===== src/rtl/axis_master_fifo.sv =====
// axis_master_fifo
// AXI-Stream master stage with a first-word-fall-through buffer between a
// producer (valid/ready push side) and a downstream slave (s_ready pull side).
// Optional feature macro: AXIS_MASTER_LAST_EN
//   defined   -> per-burst beat counter drives m_last every BURST_LEN beats
//   undefined -> no beat counter is built, m_last is tied low
// The port list is the same in both builds.
module axis_master_fifo #(
    parameter int DATA_WIDTH = 8,
    parameter int DEPTH      = 4,
    parameter int BURST_LEN  = 4
) (
    input  logic                    clk,
    input  logic                    rst,
    input  logic                    m_in_valid,
    input  logic [DATA_WIDTH-1:0]   m_in_data,
    output logic                    m_in_ready,
    input  logic                    s_ready,
    output logic                    m_valid,
    output logic [DATA_WIDTH-1:0]   m_s_data,
    output logic                    m_last,
    output logic [$clog2(DEPTH):0]  level
);

    localparam int PTR_W = $clog2(DEPTH);
    localparam int LVL_W = PTR_W + 1;

    // Legal range: DEPTH a power of two and at least 2, BURST_LEN at least 1.
    // Pointer wrap relies on the power-of-two depth; nothing is built here.
    if (DEPTH < 2 || (DEPTH & (DEPTH - 1)) != 0 || BURST_LEN < 1) begin : g_param_guard
    end

    logic [DATA_WIDTH-1:0] r_mem [DEPTH];
    logic [PTR_W-1:0]      r_wr_ptr;
    logic [PTR_W-1:0]      r_rd_ptr;
    logic [LVL_W-1:0]      r_level;

    logic w_push;
    logic w_pop;

    // Full/empty come from the occupancy count, never from pointer compare.
    // m_in_ready is also forced low during reset so that a producer cannot
    // see a handshake in the reset cycle.
    assign m_in_ready = (r_level != LVL_W'(DEPTH)) && !rst;
    assign m_valid    = (r_level != '0);
    assign m_s_data   = r_mem[r_rd_ptr];
    assign level      = r_level;

    // A pop during reset is discarded by the reset branches below.
    assign w_push = m_in_valid && m_in_ready;
    assign w_pop  = m_valid && s_ready;

    // Storage array: written on push, no reset so it can map to plain registers/LUT RAM.
    always_ff @(posedge clk) begin
        if (w_push) begin
            r_mem[r_wr_ptr] <= m_in_data;
        end
    end

    // Write and read pointers, wrapping naturally at the power-of-two depth.
    always_ff @(posedge clk) begin
        if (rst) begin
            r_wr_ptr <= '0;
            r_rd_ptr <= '0;
        end else begin
            if (w_push) begin
                r_wr_ptr <= r_wr_ptr + PTR_W'(1);
            end
            if (w_pop) begin
                r_rd_ptr <= r_rd_ptr + PTR_W'(1);
            end
        end
    end

    // Occupancy: +1 on push alone, -1 on pop alone, unchanged when both happen.
    always_ff @(posedge clk) begin
        if (rst) begin
            r_level <= '0;
        end else begin
            case ({w_push, w_pop})
                2'b10:   r_level <= r_level + LVL_W'(1);
                2'b01:   r_level <= r_level - LVL_W'(1);
                default: r_level <= r_level;
            endcase
        end
    end

`ifdef AXIS_MASTER_LAST_EN
    // One bit minimum so BURST_LEN == 1 still has a legal counter width.
    localparam int CNT_W = (BURST_LEN > 1) ? $clog2(BURST_LEN) : 1;

    logic [CNT_W-1:0] r_beat_cnt;
    logic             w_last_beat;

    assign w_last_beat = (r_beat_cnt == CNT_W'(BURST_LEN - 1));
    assign m_last      = m_valid && w_last_beat;

    // Beat position within the current burst; wraps on the pop of the last beat.
    always_ff @(posedge clk) begin
        if (rst) begin
            r_beat_cnt <= '0;
        end else if (w_pop) begin
            if (w_last_beat) begin
                r_beat_cnt <= '0;
            end else begin
                r_beat_cnt <= r_beat_cnt + CNT_W'(1);
            end
        end
    end
`else
    assign m_last = 1'b0;
`endif

endmodule

===== config.mk =====
export PLATFORM = sky130hd
export DESIGN_NAME = axis_master_fifo
export DESIGN_NICKNAME = d
export VERILOG_FILES = /design/src/rtl/axis_master_fifo.sv
export SDC_FILE = /design/constraint.sdc
export NUM_CORES = 1
export LEC_CHECK = 0
export ABC_AREA = 1
export CORE_ASPECT_RATIO = 1.2
export CORE_MARGIN = 4
export CORE_UTILIZATION = 52
export DETAILED_ROUTE_END_ITERATION = 8
export PLACE_DENSITY = 0.77
export SLEW_MARGIN = 5
export SYNTH_ARGS = -nofsm -noshare
export SYNTH_HDL_FRONTEND = slang
export SYNTH_SLANG_ARGS = --single-unit

===== constraint.sdc =====
create_clock -name clk -period 2.11 [get_ports clk]
set_input_delay 0.633 -clock clk [delete_from_list [all_inputs] [get_ports clk]]
set_output_delay 0.633 -clock clk [all_outputs]
set_load 0.1 [all_outputs]

; ---- Yosys cells after proc, flatten, opt, wreduce, memory -nomap -nowiden
; Memory sizes are Yosys's and may differ from the RTL's. A register that Yosys moved wholly into a read port is not among the register bits.
; Index checks and enable logic that the tools add are counted.
[word_totals]
register_bits = 7
latchBits = 0
ramBits = 32
mem_bits_ro = 0
inputBits = 12
output_inout_bits = 14
memories = 1
[memory_table]
columns = name, words, width, rd, rd_clocked_by_memory_dff, write_ports, line
row1 = r_mem, 4, 8, 1, 1, 1, 33  ; logic [DATA_WIDTH-1:0] r_mem [DEPTH];
[classes]
n_addsub = 4
mul = 0
div = 0
n_lt_le_gt_ge = 0
n_eq_ne = 3
n_shift = 0
mux = 5
bitwise = 0
reduce_logical = 6
[op_table]
columns = operator, n
row1 = $pmux 3 s2, 1
row2 = $add 2x1->2 const B, 2
row3 = $mux 2, 2
row4 = $add 3x1->3 const B, 1
row5 = $logic_and 1x1->1, 3
row6 = $ne 3x3->1 const B, 1
row7 = $reduce_bool 3->1, 1
row8 = $sub 3x1->3 const B, 1
row9 = $eq 2x1->1 const B, 1
row10 = $eq 2x2->1 const B, 1
row11 = $mux 1, 2
row12 = $reduce_bool 2->1, 1
row13 = $logic_not 1->1, 1

; ---- Longest topological paths before layout
[logic_depth]
depth_word = 5
ltp_mapped = 13
mapped_depth_nobuf = 13

; ---- Worst setup path before layout
; OpenSTA, ideal clock, no wires.
[synth_timing]
path_kind = register to output
from = register r_level[1] (netlist: level[1])
to = output port m_in_ready
t_arrival_ns = 2.627
t_required_ns = 1.477
slack_ns = -1.150
path_stages_with_launch = 3
path_buffers = 0
path_cell_list = dfxtp_1 -> nor2_2 -> a21oi_1
[synth_between]
elab_chain_cells = 2
[synth_rtl]
columns = element, line
row1 = "start, declared", 36  ; logic [LVL_W-1:0] r_level;
row2 = "start signal, assigned", 81  ; 2'b10: r_level <= r_level + LVL_W'(1);
row3 = "start signal, assigned", 82  ; 2'b01: r_level <= r_level - LVL_W'(1);
row4 = "start signal, assigned", 83  ; default: r_level <= r_level;
row5 = $ne 3x3->1, 44  ; assign m_in_ready = (r_level != LVL_W'(DEPTH)) && !rst;
row6 = $logic_and 1x1->1, 44
row7 = "end, declared", 17  ; output logic m_in_ready,
; Every way passes these cells.

==> impl_results.md <==
* First-pass GRT wire length at 5660 um
* PwrDens at 1440 nW/um2
* Slowest CP cell: dfxtp_4
* Final antenna-violating net count at 0
* DP HPWL at 2510 um
* FILL cells at 178
* Clk_lat worst skew at 0.33 ns
* Synth Register Bits at 41
* All-Layer GR Usage at 17.8%
* Final Non-Filler Cells at 227
* Placed cell areas at 2330 um2
* Die W at 60.4 um
* Std-Cell Rows at 22
* DIE HEIGHT at 70.9 um
* CP Data Arrival Time at 1.39 ns
* Core Area at 3110 um2
* First DRT Iteration DRCs at 34
* Netlist cell types at 21
* DR vias at 1212
* CTS hold repair buffers at 0
* CTS root buf: clkbuf_4
* DR top layer: met4
* CTS tree: done
* CP top delay family: flip-flops
* Die ar. at 4290 um2
* P&R area growth vs syn at 43.2%
* Final instance area at 2460 um2
* Register area share after synthesis at 66.5%
* First-pass DRT Iterations at 4
* RR Startpoint: level[1]$_SDFFE_PP0P_
* Worst reg-to-reg path cell count at 12
* Vias in the first global route at 1266
* Final setup vio count at 0
* Crit-path max FO at 16
* Max Clock Freq at 493 MHz
* RSZ-0062 raised after global routing: true
* Final Net Count at 208
* Final Util at 79.0%
* Period utilization at 96.0%
* CP peak stage delay at 0.39 ns
* Worst setup margin at 0.0834 ns
* Vias per inst at 5.34
* Syn Inst Count at 148
* WP buf/inv at 2
* Mapped Area at 1720 um2
* Crit-path cells: inv_4 > nor2_1 > o22ai_4 > buf_12
* Wl on met1 at 1260 um
* Number of remaining DRC errors at 0
* Initial antenna violation count at 0
* PortBufs at 24
* WL per Instance at 14.8 um
* Peak VDD IR at 1280 uV
* Hold-critical path depth at 2
* Setup CP Type: reg -> out
* Placed Cells at 217
* Diodes inserted at 0
* CTS Buf Count at 5
* Pin count of the biggest net entering global routing at 17
* Final min period at 2.03 ns
* Clk buf depth at 2
* Leak pwr at 0.936 nW
* I/O pin cnt at 26
* Setup_tns at 0 ns
* Met3 WL post-DR at 201 um
* Skew final at 0.00695 ns
* CP required at 1.48 ns
* Min-Delay Path Class: reg -> reg
* R2R setup slack at 0.24 ns
* Synth warn at 0
* Clock Sinks at 41
* Initial Util at 55.1%
* Outcome: completed
* Post-place setup slack at -0.284 ns
* Clock-pin slew on the worst setup and hold paths at 0.11 ns
* Min-delay src: r_rd_ptr[1]$_SDFFE_PP0P_
* Post-Syn Nets at 166
* Routed WL at 3360 um
* Syn_area_per_cell at 11.6 um2
* Remaining Overflow, GRT at 0
* Routability cong. at 0.707
* Met2 WL post-DR at 1880 um
* Hold Vio Cnt, Final at 0
* Startpoint Class: register
* Max-cap violations at 0
* Slew Viols, Final at 0
* Worst Setup End Kind: output port
* Reg-to-Reg End: level[2]$_SDFFE_PP0P_
* Layout cells sized above 1 at 31.4%
* CTS H-tree lvls at 2
## cells in the final DEF (no fill, tap or decap), types with 6 or more instances in the layout
master / count
o21ai_1: 10
clkdlybuf4s50_1: 10
nand2_1: 12
o22ai_4: 7
buf_4: 12
edfxtp_1: 32
buf_12: 14
o21ai_0: 6
nor2_1: 24
inv_1: 17
## per-stage QoR
step | power, mW | hold slack, ns
after CTS | 3.53 | 0.513
after global routing | 3.68 | 0.544
after floorplan | 2.32 | 0.459
after global placement | 2.94 | 0.486
final | 3.53 | 0.508
after detailed placement | 2.99 | 0.504
## area by class of cell
type	count	area (um2)	area share (%)
Sequential cell	41	1160	47.2
Multi-Input combinational cell	85	599	24.4
Timing Repair Buffer	38	490	20.0
Inverter	19	76.3	3.11
Clock buffer	7	55.1	2.24
Tap cell	36	45.0	1.83
Clock inverter	1	30.0	1.22
## cells in the mapped netlist
cell / number / area share, %
o22ai_1: 8 / 2.9
nand4_1: 1 / 0.36
buf_4: 1 / 0.44
a21oi_1: 4 / 1.2
nand2_2: 2 / 0.73
inv_1: 18 / 3.9
o21ai_2: 3 / 1.5
conb_1: 1 / 0.22
nor2_2: 3 / 1.1
o21ai_1: 1 / 0.29
dfxtp_1: 9 / 11
edfxtp_1: 32 / 56
inv_2: 1 / 0.22
ha_1: 5 / 3.6
fa_1: 1 / 1.2
nor2_1: 24 / 5.3
buf_6: 2 / 1.3
nand3_1: 4 / 1.2
nand2_1: 12 / 2.6
o21ai_0: 15 / 4.4
nand3_4: 1 / 1.0
## worst max-delay path by stage
stage | slack (ns) | start | end | depth (start not counted)
floorplan | -0.11 | level[1]$_SDFFE_PP0P_ | m_in_ready | 2
global placement | -0.15 | rst | level[2]$_SDFFE_PP0P_ | 12
detailed placement | -0.28 | rst | level[2]$_SDFFE_PP0P_ | 12
CTS | 0.04 | register | m_s_data[7] | 4
global route | -0.002 | register | m_s_data[3] | 4
finish | 0.08 | register | m_s_data[0] | 4
## worst reg2reg max path: cells and delay by family (launching register included)
| kind | cells | cell delay (ns) |
|---|---|---|
| DFF | 1 | 0.39 |
| buffers and inverters | 2 | 0.14 |
| adders and majority gates | 2 | 0.51 |
| and+or+nand+nor | 8 | 0.75 |
## logic make-up (layout without fill, tap and decap cells)
family	Yosys count	after routing	share of synthesized area, %
and+or+nand+nor	47	47	12.3
other	1	1	0.219
AOI/OAI and AO/OA	31	31	10.3
buffers and inverters	22	65	5.91
adders and majority gates	6	6	4.81
DFF	41	41	66.5
## metal layers
layer / track usage, % / up-vias
li1: - / 592
met1: 20.5 / 584
met2: 32.2 / 32
met3: 4.93 / 4
met4: 4.10 / 0
met5: 0 / -
## power by group
| part | internal, mW | switching, mW | total (mW) |
|---|---|---|---|
| logic | 0.704 | 1.27 | 1.97 |
| clock network | 0.283 | 0.223 | 0.506 |
| registers | 0.962 | 0.0886 | 1.05 |
## sequential cells by signal, indices dropped and copies added (netlist names), named ones only
signal and cells:
r_wr_ptr 2, r_rd_ptr 2, r_mem 32, level 3
## timing repair
| action | in CTS | in global routing |
|---|---|---|
| gates resized for setup | 17 | 4 |
| buffers inserted | 1 | 1 |
| setup endpoints to repair | 9 | 8 |
Note: power is estimated with default switching activity, not from simulation.
